<file path="src/rtl/mw_power_sequencer_if.sv">
// Panel/timer-side signal bundle for the microwave cook-program sequencer.
// master = panel and countdown timer, slave = mw_power_sequencer.
interface mw_power_sequencer_if;
  logic        prog_wr;
  logic        prog_stage;
  logic [15:0] prog_time;
  logic [3:0]  prog_power;
  logic        startn;
  logic        stopn;
  logic        door_closed;
  logic        timer_zero;
  logic        timer_load;
  logic [15:0] timer_time;
  logic        timer_en;
  logic        mag_on;
  logic        stage_idx;
  logic        done;
  logic        beep;

  modport master (
    output prog_wr, prog_stage, prog_time, prog_power, startn, stopn, door_closed, timer_zero,
    input  timer_load, timer_time, timer_en, mag_on, stage_idx, done, beep
  );

  modport slave (
    input  prog_wr, prog_stage, prog_time, prog_power, startn, stopn, door_closed, timer_zero,
    output timer_load, timer_time, timer_en, mag_on, stage_idx, done, beep
  );
endinterface

</file>
<file path="src/rtl/mw_power_sequencer.sv">
// Two-stage cook-program sequencer: loads the countdown timer, gates it and duty-cycles the
// magnetron. Optional end-of-cook beeper enabled by defining MW_END_BEEP_EN.
module mw_power_sequencer #(
  parameter int unsigned TICKS_PER_SEC = 100,
`ifdef MW_END_BEEP_EN
  parameter int unsigned BEEP_TICKS    = 300,
`endif
  parameter int unsigned DUTY_WINDOW   = 10
) (
  input logic                 clk,
  input logic                 clear,
  mw_power_sequencer_if.slave bus
);

  localparam int unsigned SubW = $clog2(TICKS_PER_SEC);
  localparam int unsigned WinW = $clog2(DUTY_WINDOW);

  typedef enum logic [2:0] {StIdle, StLoad, StCook, StPause, StDone} state_e;

  state_e            state_q;
  logic              startn_q, stopn_q;
  logic [15:0]       time0_q, time1_q;
  logic [3:0]        pow0_q, pow1_q;
  logic [SubW-1:0]   sub_q, sub_d;
  logic [WinW-1:0]   win_q, win_d;
  logic              timer_load_q, timer_en_q, mag_on_q, stage_idx_q, done_q;
  logic [15:0]       timer_time_q;
  logic              start_press, stop_press, mag_d;
  logic [3:0]        pow_cur, pow_wr;

`ifdef MW_END_BEEP_EN
  localparam int unsigned BeepW = $clog2(BEEP_TICKS);
  logic              beep_q;
  logic [BeepW-1:0]  beep_cnt_q;
  assign bus.beep = beep_q;
`else
  assign bus.beep = 1'b0;
`endif

  always_comb begin
    start_press = startn_q & ~bus.startn;
    stop_press  = stopn_q & ~bus.stopn;
    pow_cur     = stage_idx_q ? pow1_q : pow0_q;
    pow_wr      = (bus.prog_power > 4'd10) ? 4'd10 : bus.prog_power;
    sub_d       = sub_q;
    win_d       = win_q;
    // Duty counters track the timer's own seconds: they move on every enabled cycle.
    if (state_q == StLoad) begin
      sub_d = '0;
      win_d = '0;
    end else if (timer_en_q) begin
      if (sub_q == SubW'(TICKS_PER_SEC - 1)) begin
        sub_d = '0;
        win_d = (win_q == WinW'(DUTY_WINDOW - 1)) ? '0 : win_q + 1'b1;
      end else begin
        sub_d = sub_q + 1'b1;
      end
    end
    mag_d = 32'(win_d) < 32'(pow_cur);
  end

  always_ff @(posedge clk) begin
    if (clear) begin
      state_q      <= StIdle;
      startn_q     <= 1'b1;
      stopn_q      <= 1'b1;
      time0_q      <= '0;
      time1_q      <= '0;
      pow0_q       <= '0;
      pow1_q       <= '0;
      sub_q        <= '0;
      win_q        <= '0;
      timer_load_q <= 1'b0;
      timer_time_q <= '0;
      timer_en_q   <= 1'b0;
      mag_on_q     <= 1'b0;
      stage_idx_q  <= 1'b0;
      done_q       <= 1'b0;
`ifdef MW_END_BEEP_EN
      beep_q       <= 1'b0;
      beep_cnt_q   <= '0;
`endif
    end else begin
      startn_q     <= bus.startn;
      stopn_q      <= bus.stopn;
      sub_q        <= sub_d;
      win_q        <= win_d;
      timer_load_q <= 1'b0;
      done_q       <= 1'b0;
      unique case (state_q)
        StIdle: begin
          if (bus.prog_wr) begin
            if (bus.prog_stage) begin
              time1_q <= bus.prog_time;
              pow1_q  <= pow_wr;
            end else begin
              time0_q <= bus.prog_time;
              pow0_q  <= pow_wr;
            end
          end
          if (start_press && !stop_press && bus.door_closed && time0_q != '0) begin
            state_q      <= StLoad;
            stage_idx_q  <= 1'b0;
            timer_load_q <= 1'b1;
            timer_time_q <= time0_q;
          end
        end
        StLoad: begin
          state_q    <= StCook;
          timer_en_q <= 1'b1;
          mag_on_q   <= mag_d;
        end
        StCook: begin
          if (!bus.door_closed || stop_press) begin
            state_q    <= StPause;
            timer_en_q <= 1'b0;
            mag_on_q   <= 1'b0;
          end else if (bus.timer_zero) begin
            timer_en_q <= 1'b0;
            mag_on_q   <= 1'b0;
            if (!stage_idx_q && time1_q != '0) begin
              state_q      <= StLoad;
              stage_idx_q  <= 1'b1;
              timer_load_q <= 1'b1;
              timer_time_q <= time1_q;
            end else begin
              state_q <= StDone;
              done_q  <= 1'b1;
`ifdef MW_END_BEEP_EN
              beep_q     <= 1'b1;
              beep_cnt_q <= '0;
`endif
            end
          end else begin
            mag_on_q <= mag_d;
          end
        end
        StPause: begin
          if (stop_press) begin
            state_q     <= StIdle;
            stage_idx_q <= 1'b0;
          end else if (start_press && bus.door_closed) begin
            state_q    <= StCook;
            timer_en_q <= 1'b1;
            mag_on_q   <= mag_d;
          end
        end
        StDone: begin
`ifdef MW_END_BEEP_EN
          beep_cnt_q <= beep_cnt_q + 1'b1;
          if (start_press || stop_press || beep_cnt_q == BeepW'(BEEP_TICKS - 1)) begin
            state_q     <= StIdle;
            stage_idx_q <= 1'b0;
            beep_q      <= 1'b0;
          end
`else
          state_q     <= StIdle;
          stage_idx_q <= 1'b0;
`endif
        end
        default: state_q <= StIdle;
      endcase
    end
  end

  assign bus.timer_load = timer_load_q;
  assign bus.timer_time = timer_time_q;
  assign bus.timer_en   = timer_en_q;
  assign bus.mag_on     = mag_on_q;
  assign bus.stage_idx  = stage_idx_q;
  assign bus.done       = done_q;

endmodule

</file>
<file path="src/flat_wrapper.sv">
// flat-port wrapper written by rule: the top's interface ports become plain ports
module mw_power_sequencer_flat 
#(
  parameter int unsigned TICKS_PER_SEC = 100,

  parameter int unsigned DUTY_WINDOW   = 10
)
  (clk, clear, bus_prog_wr, bus_prog_stage, bus_prog_time, bus_prog_power, bus_startn, bus_stopn, bus_door_closed, bus_timer_zero, bus_timer_load, bus_timer_time, bus_timer_en, bus_mag_on, bus_stage_idx, bus_done, bus_beep);
  mw_power_sequencer_if bus_i ();
  input logic clk;
  input logic clear;
  input wire logic [$bits(bus_i.prog_wr)-1:0] bus_prog_wr;
  input wire logic [$bits(bus_i.prog_stage)-1:0] bus_prog_stage;
  input wire logic [$bits(bus_i.prog_time)-1:0] bus_prog_time;
  input wire logic [$bits(bus_i.prog_power)-1:0] bus_prog_power;
  input wire logic [$bits(bus_i.startn)-1:0] bus_startn;
  input wire logic [$bits(bus_i.stopn)-1:0] bus_stopn;
  input wire logic [$bits(bus_i.door_closed)-1:0] bus_door_closed;
  input wire logic [$bits(bus_i.timer_zero)-1:0] bus_timer_zero;
  output wire logic [$bits(bus_i.timer_load)-1:0] bus_timer_load;
  output wire logic [$bits(bus_i.timer_time)-1:0] bus_timer_time;
  output wire logic [$bits(bus_i.timer_en)-1:0] bus_timer_en;
  output wire logic [$bits(bus_i.mag_on)-1:0] bus_mag_on;
  output wire logic [$bits(bus_i.stage_idx)-1:0] bus_stage_idx;
  output wire logic [$bits(bus_i.done)-1:0] bus_done;
  output wire logic [$bits(bus_i.beep)-1:0] bus_beep;
  assign bus_i.prog_wr = bus_prog_wr;
  assign bus_i.prog_stage = bus_prog_stage;
  assign bus_i.prog_time = bus_prog_time;
  assign bus_i.prog_power = bus_prog_power;
  assign bus_i.startn = bus_startn;
  assign bus_i.stopn = bus_stopn;
  assign bus_i.door_closed = bus_door_closed;
  assign bus_i.timer_zero = bus_timer_zero;
  assign bus_timer_load = bus_i.timer_load;
  assign bus_timer_time = bus_i.timer_time;
  assign bus_timer_en = bus_i.timer_en;
  assign bus_mag_on = bus_i.mag_on;
  assign bus_stage_idx = bus_i.stage_idx;
  assign bus_done = bus_i.done;
  assign bus_beep = bus_i.beep;
  mw_power_sequencer #(.TICKS_PER_SEC(TICKS_PER_SEC), .DUTY_WINDOW(DUTY_WINDOW)) u_core (.clk(clk), .clear(clear), .bus(bus_i));
endmodule
</file>
<file path="config.mk">
export PLATFORM = sky130hd
export DESIGN_NAME = mw_power_sequencer_flat
export DESIGN_NICKNAME = d
export VERILOG_FILES = /design/src/rtl/mw_power_sequencer_if.sv /design/src/rtl/mw_power_sequencer.sv /design/src/flat_wrapper.sv
export SDC_FILE = /design/constraint.sdc
export NUM_CORES = 1
export LEC_CHECK = 0
export CORE_ASPECT_RATIO = 0.7
export CORE_MARGIN = 1
export CORE_UTILIZATION = 54
export DETAILED_ROUTE_END_ITERATION = 8
export HOLD_SLACK_MARGIN = 0.03
export PLACE_DENSITY = 0.75
export SLEW_MARGIN = 20
export SYNTH_ARGS = -nofsm -noshare
export SYNTH_HDL_FRONTEND = slang
export SYNTH_SLANG_ARGS = --single-unit
</file>
<file path="constraint.sdc">
create_clock -name clk -period 2.6 [get_ports clk]
set_clock_uncertainty 0.15 [all_clocks]
set_input_delay 0.39 -clock clk [delete_from_list [all_inputs] [get_ports clk]]
set_output_delay 0.39 -clock clk [all_outputs]
set_load 0.05 [all_outputs]
</file>
After elaboration in Yosys (flattened, before gate mapping)
Index checks and enable logic that the tools add are counted.
- order comparisons: 2
- shifts and indexed selects: 0
- add/subtract/negate cells: 2
- reductions and logical operators: 24
- muxes and demuxes: 41
- equality and inequality tests: 15
- multipliers: 0
- div/mod/pow operators: 0
- bitwise gates (word level): 7
- operator list (cell ; count):
    2-to-1 mux 16 bit ; 4
    one-hot mux 16 bit (2 select lines) ; 1
    nonzero test 16 bit ; 2
    2-to-1 mux 4 bit ; 6
    2-to-1 mux 1 bit ; 18
    2-to-1 mux 3 bit ; 6
    one-hot mux 3 bit (4 select lines) ; 1
    AND reduction 3 bit ; 4
    != test 2 x 1 -> 1 bit, second input constant ; 4
    adder 7 x 1 -> 7 bit, second input constant ; 1
    equality test 7 bit, second input constant ; 1
    2-to-1 mux 7 bit ; 1
    equality test 3 x 2 -> 1 bit, second input constant ; 2
    != test 2 bit, second input constant ; 3
    one-hot mux 1 bit (3 select lines) ; 2
    AND reduction 6 bit ; 1
    logical AND 1 bit ; 5
    inverter 1 bit ; 5
    AND reduction 5 bit ; 1
    adder 4 x 1 -> 4 bit, second input constant ; 1
    equality test 4 bit, second input constant ; 1
    greater-than comparator 4 bit, second input constant ; 1
    less-than comparator 4 bit ; 1
    one-hot mux 1 bit (4 select lines) ; 1
    15 further kinds ; 18
- memory bits (read-only): 0
- bits in writable memories: 0
- bits in latches: 0
- output and inout port bits: 22
- register bits after elaboration: 77
- logic and storage cells: 106
- memories kept: 0
- bits of input ports: 28

Longest topological paths before layout
- depth in word-level cells: 9
- depth in mapped cells: 11
- gate-level depth less buffers: 10

Least setup slack after synthesis
No wires, ideal clock.
- path type: register to register
- start point: reg u_core.timer_en_q, in the netlist u_core.bus.timer_en
- end point: reg u_core.mag_on_q, in the netlist u_core.bus.mag_on
- period minus slack after synthesis: 2658 ps
- setup time: 87 ps
- stages on the path, launching flop included: 11
- data required time: 2363 ps
- buffers on the path: 2
- data arrival time: 2421 ps
- setup slack: -58 ps
- cells stage by stage: dfxtp_1 -> buf_4 -> and4b_1 -> clkbuf_1 -> o2111ai_1 -> a22oi_1 -> nor2_1 -> ha_1 -> a211oi_1 -> o21ai_0 -> o31ai_1
- longest elaborated chain between the ends: 6
- elaborated cells on any way between the ends: 8
- classes of those cells: order compare: 1; mux: 7
- ends and longest elaborated chain (element ; line ; text):
    start, declared ; mw_power_sequencer.sv:26 ; logic timer_load_q, timer_en_q, mag_on_q, stage_idx_q, done_q;
    start signal, assigned ; mw_power_sequencer.sv:75 ; timer_en_q <= 1'b0;
    start signal, assigned ; mw_power_sequencer.sv:110 ; timer_en_q <= 1'b1;
    start signal, assigned ; mw_power_sequencer.sv:116 ; timer_en_q <= 1'b0;
    2-to-1 mux 4 bit * ; mw_power_sequencer.sv:51 ; end else if (timer_en_q) begin
    2-to-1 mux 4 bit * ; mw_power_sequencer.sv:48 ; if (state_q == StLoad) begin
    named net u_core.win_d[3] ; mw_power_sequencer.sv:25 ; logic [WinW-1:0] win_q, win_d;
    less-than comparator 4 bit * ; mw_power_sequencer.sv:59 ; mag_d = 32'(win_d) < 32'(pow_cur);
    2-to-1 mux 1 bit, on equally long branches ; mw_power_sequencer.sv:142, mw_power_sequencer.sv:118 ;
    2-to-1 mux 1 bit, on equally long branches ; mw_power_sequencer.sv:139, mw_power_sequencer.sv:114 ;
    one-hot mux 1 bit (3 select lines) * ; mw_power_sequencer.sv:90 ; unique case (state_q)
    end signal, assigned ; mw_power_sequencer.sv:111 ; mag_on_q <= mag_d;
    end signal, assigned ; mw_power_sequencer.sv:135 ; mag_on_q <= mag_d;
    end signal, assigned ; mw_power_sequencer.sv:145 ; mag_on_q <= mag_d;
    end, declared ; mw_power_sequencer.sv:26 ;
Mark *: on every way through the listed nets, which the timed path passes. The rest lies on a longest branch. The select of a mux whose other input is x is not followed.
A chain may end at the register's enable or synchronous reset.

Final worst setup path
- start point: reg u_core.sub_q[5]
- end point: reg u_core.mag_on_q, in the netlist u_core.bus.mag_on
- longest elaborated chain between the ends: 8
- elaborated cells on any way between the ends: 10
- classes of those cells: order compare: 1; eq/ne: 1; mux: 8
- ends and longest elaborated chain (element ; line ; text):
    start, declared ; mw_power_sequencer.sv:24 ; logic [SubW-1:0] sub_q, sub_d;
    start signal, assigned ; mw_power_sequencer.sv:86 ; sub_q <= sub_d;
    equality test 7 bit * ; mw_power_sequencer.sv:52 ; if (sub_q == SubW'(TICKS_PER_SEC - 1)) begin
    2-to-1 mux 4 bit * ; mw_power_sequencer.sv:52 ;
    2-to-1 mux 4 bit * ; mw_power_sequencer.sv:51 ;
    2-to-1 mux 4 bit * ; mw_power_sequencer.sv:48 ;
    named net u_core.win_d[3] ; mw_power_sequencer.sv:25 ;
    less-than comparator 4 bit * ; mw_power_sequencer.sv:59 ;
    2-to-1 mux 1 bit, on equally long branches ; mw_power_sequencer.sv:142, mw_power_sequencer.sv:118 ;
    2-to-1 mux 1 bit, on equally long branches ; mw_power_sequencer.sv:139, mw_power_sequencer.sv:114 ;
    one-hot mux 1 bit (3 select lines) * ; mw_power_sequencer.sv:90 ;
Marked as above.

==> run metrics <==
outcome complete, no violations; Max Clk Rate between 0.4 and 0.5 GHz; first-pass GRT wire length 14900 µm; crit start category flop; critical-path cell list nor3b_2 > o2111ai_1 > a22oi_2 > nor2_1 > ha_1 > a211oi_1 > o21ai_0 > o31ai_1; Leak Pwr 1.56 nW; flops & latches, synth just under 80; # IOs 50; mux contribution to synthesized area 0.0170; Root Buffer clkbuf_8; main combinational cell family by area after synthesis simple AND/OR/NAND/NOR gates; clock power share 0.325; Post-synth EDFFs 0; clock-pin slew on the worst setup and hold paths 90 ps; setup_tns 0 ps; area grow syn2layout 20.6%; post-synthesis net count 465; Port Buf Inserts 48; filler cell count 540; Max stage delay on crit path 470 ps; H-tree depth 3; Core Box Area approximately 0.0063 mm²; Hold Path Class reg2reg; Max Cap Viol 0; ratio of cells with drive above 1 in the final layout 0.121; antenna fix cells 0; syn_area_per_cell 8.34 µm²; remaining antenna violation count 0; First-pass DRT Iterations 5; vias in the first global route 2842; Final Setup Violations 0; top_reg_cell synth dfxtp_1; Placer Congestion just under 0.9; overall routed net length 9120 µm; adder-cell share of the synthesized area 0.0139; switch share 0.322; Worst Path Required 2730 ps; Int Power ~0.0018 W; die area 0.00702 mm²; Sink Count 77; Max VDD drop 0.402 mV; power share of the combinational group 0.189; ys async rst share 0; largest net degree at the start of global routing 41; hold_buf cts 0; Final Hold Viols 0; CTS tree yes; RSZ-0062 raised after global routing no; Slew Viols, Final 0; Final #Nets approximately 500; drc violations 0; Post-Synth Simple-Gate Area 0.239; Iteration-0 DRC Markers 241; CTS Buf Count 9; vias per std cell ~6; chip height 70.4 µm; flop-to-flop setup slack 170 ps; Reg power frac 0.486; sequential area share after synthesis 0.427; CP Data Arrival Time 2560 ps; via count between 3000 and 4000; CP Capture Type flop; DP Wirelength around 6400 µm; Post-Synth XOR/XNOR Area 0.0170; Max-Slew Margin vs Limit 0.594; Netlist Area Pre-Place between 0.003 and 0.004 mm²; Setup CP Type reg2reg; initial antenna violation count 0; Period minus WS final 2430 ps; FP Rows 24; Skew-Pair Late Insertion Delay between 300 and 400 ps; starting density of the core 0.570; Die Width 99.7 µm; power density over cell area a little over 600 mW/mm²; Worst Tran Pin Value 608 ps; Critical Path Slowest Stage Cell nor3b_2; Max Fanout on Critical Path 7; Syn. warnings 0; Compound-Gate Fraction of Synth Area 0.214; WL/cell between 15 and 20 µm; Synth cell types 51; GRT overflow 0; Post-Synthesis Cells 433; NetSw 0.000855 W; part of the cycle the worst path needs 0.936; CTS Buffer Depth 2; GRT Overall Usage 0.280; Total Power 0.00265 W
## area by class of cell
class	count	area [µm²]	share of cell area
Clock buffer	9	124	0.0285
Clock inverter	7	62.6	0.0144
Inverter	23	86.3	0.0198
Multi-Input combinational cell	299	1820	0.418
Sequential cell	77	1540	0.355
Tap cell	91	114	0.0262
Timing Repair Buffer	65	603	0.139
## metal layers
layer	routed length [µm]	up-vias	track usage
li1	-	1639	-
met3	907	15	0.0911
met5	0	-	0
met2	3440	158	0.332
met4	123	0	0.0964
met1	4640	1523	0.450
## sequential cells by signal, indices dropped and copies added, names as in the netlist
name and cells:
u_core.bus.timer_en 1, u_core.pow0_q 4, u_core.bus.done 1, u_core.startn_q 1
u_core.bus.timer_time 16, u_core.bus.stage_idx 1, u_core.win_q 4, u_core.time1_q 16
u_core.pow1_q 4, u_core.bus.mag_on 1, u_core.stopn_q 1, u_core.bus.timer_load 1
u_core.time0_q 16, u_core.sub_q 7, u_core.state_q 3
## cell usage after synthesis (all sizes together) (2+ instances only)
library cell,number,area [µm²]
a211oi,4,30.0
o311ai,2,17.5
a311oi,16,196
mux2i,5,50.1
nand3,3,15.0
o21ai,2,10.0
xor2,3,26.3
or3,3,18.8
nor4,25,156
a31oi,3,18.8
inv,23,86.3
buf,18,109
a21oi,44,220
nor2,36,143
nand2,83,319
and3,2,12.5
nand4,7,43.8
a41o,18,180
nor3b,5,42.5
ha,4,50.1
and4,2,17.5
or3b,2,17.5
nor2b,5,31.3
dfxtp,77,1540
xnor2,4,35.0
o31ai,2,15.0
or2,3,18.8
clkbuf,16,60.1
## worst paths after layout
check	from	endpoint	depth (start not counted)
worst max register to register	u_core.sub_q[5]	u_core.bus.mag_on	8
worst max-delay path	u_core.sub_q[5]	u_core.bus.mag_on	8
worst min register to register	u_core.pow1_q[0]	u_core.pow1_q[0]	2
worst min-delay path	u_core.pow1_q[0]	u_core.pow1_q[0]	2
## repair_timing
| item | in CTS | in global routing |
|---|---|---|
| buffers inserted | 0 | 1 |
| endpoints found under the setup margin | 0 | 1 |
| resized for setup | 0 | 3 |
## cell families (layout without fill, tap and decap cells)
| family | after synthesis | after routing |
|---|---|---|
| mux | 6 | 6 |
| other cells | 1 | 1 |
| fa+ha+maj | 4 | 4 |
| compound gates | 101 | 101 |
| buf+inv | 57 | 104 |
| xor+xnor | 7 | 7 |
| flops | 77 | 77 |
| simple gates | 180 | 180 |
## critical path: cells and delay by family (launching register included)
kind,cells,cell delay [ps]
AND/OR/NAND/NOR,2,540
AO/OA/AOI/OAI,5,960
flip-flops,1,370
adder cells (fa/ha/maj),1,330
## layout by cell type, fill, tap and decap left out, drive strengths merged, types with 7 or more instances in the layout
cell type and count:
clkdlybuf4s50 47, inv 27, nor2 36, a41o 18, dfxtp 77, clkbuf 9, buf 18, nand4 7
nand2 83, a311oi 16, nor4 25, a21oi 44
## power groups by stage
| stage | registers [W] | logic (W) | clock network, W |
|---|---|---|---|
| floorplan | 0.00137 | 0.000265 | 0 |
| global placement | 0.00131 | 0.000489 | 0 |
| detailed placement | 0.00131 | 0.000493 | 0 |
| CTS | 0.00129 | 0.000496 | 0.000877 |
| global route | 0.00130 | 0.000541 | 0.000934 |
| finish | 0.00129 | 0.000501 | 0.000862 |
## metrics by stage
step	cell area (µm²)	utilization	hold slack (ps)	std cells	setup WS [ps]
floorplan	3610	-	283	433	119
global route	4350	0.687	328	571	23.4
global placement	4150	0.655	291	554	202
detailed placement	4150	0.655	298	554	107
finish	4350	0.687	309	571	168
CTS	4340	0.685	310	570	79.2
(Power assumes the default switching activity.)
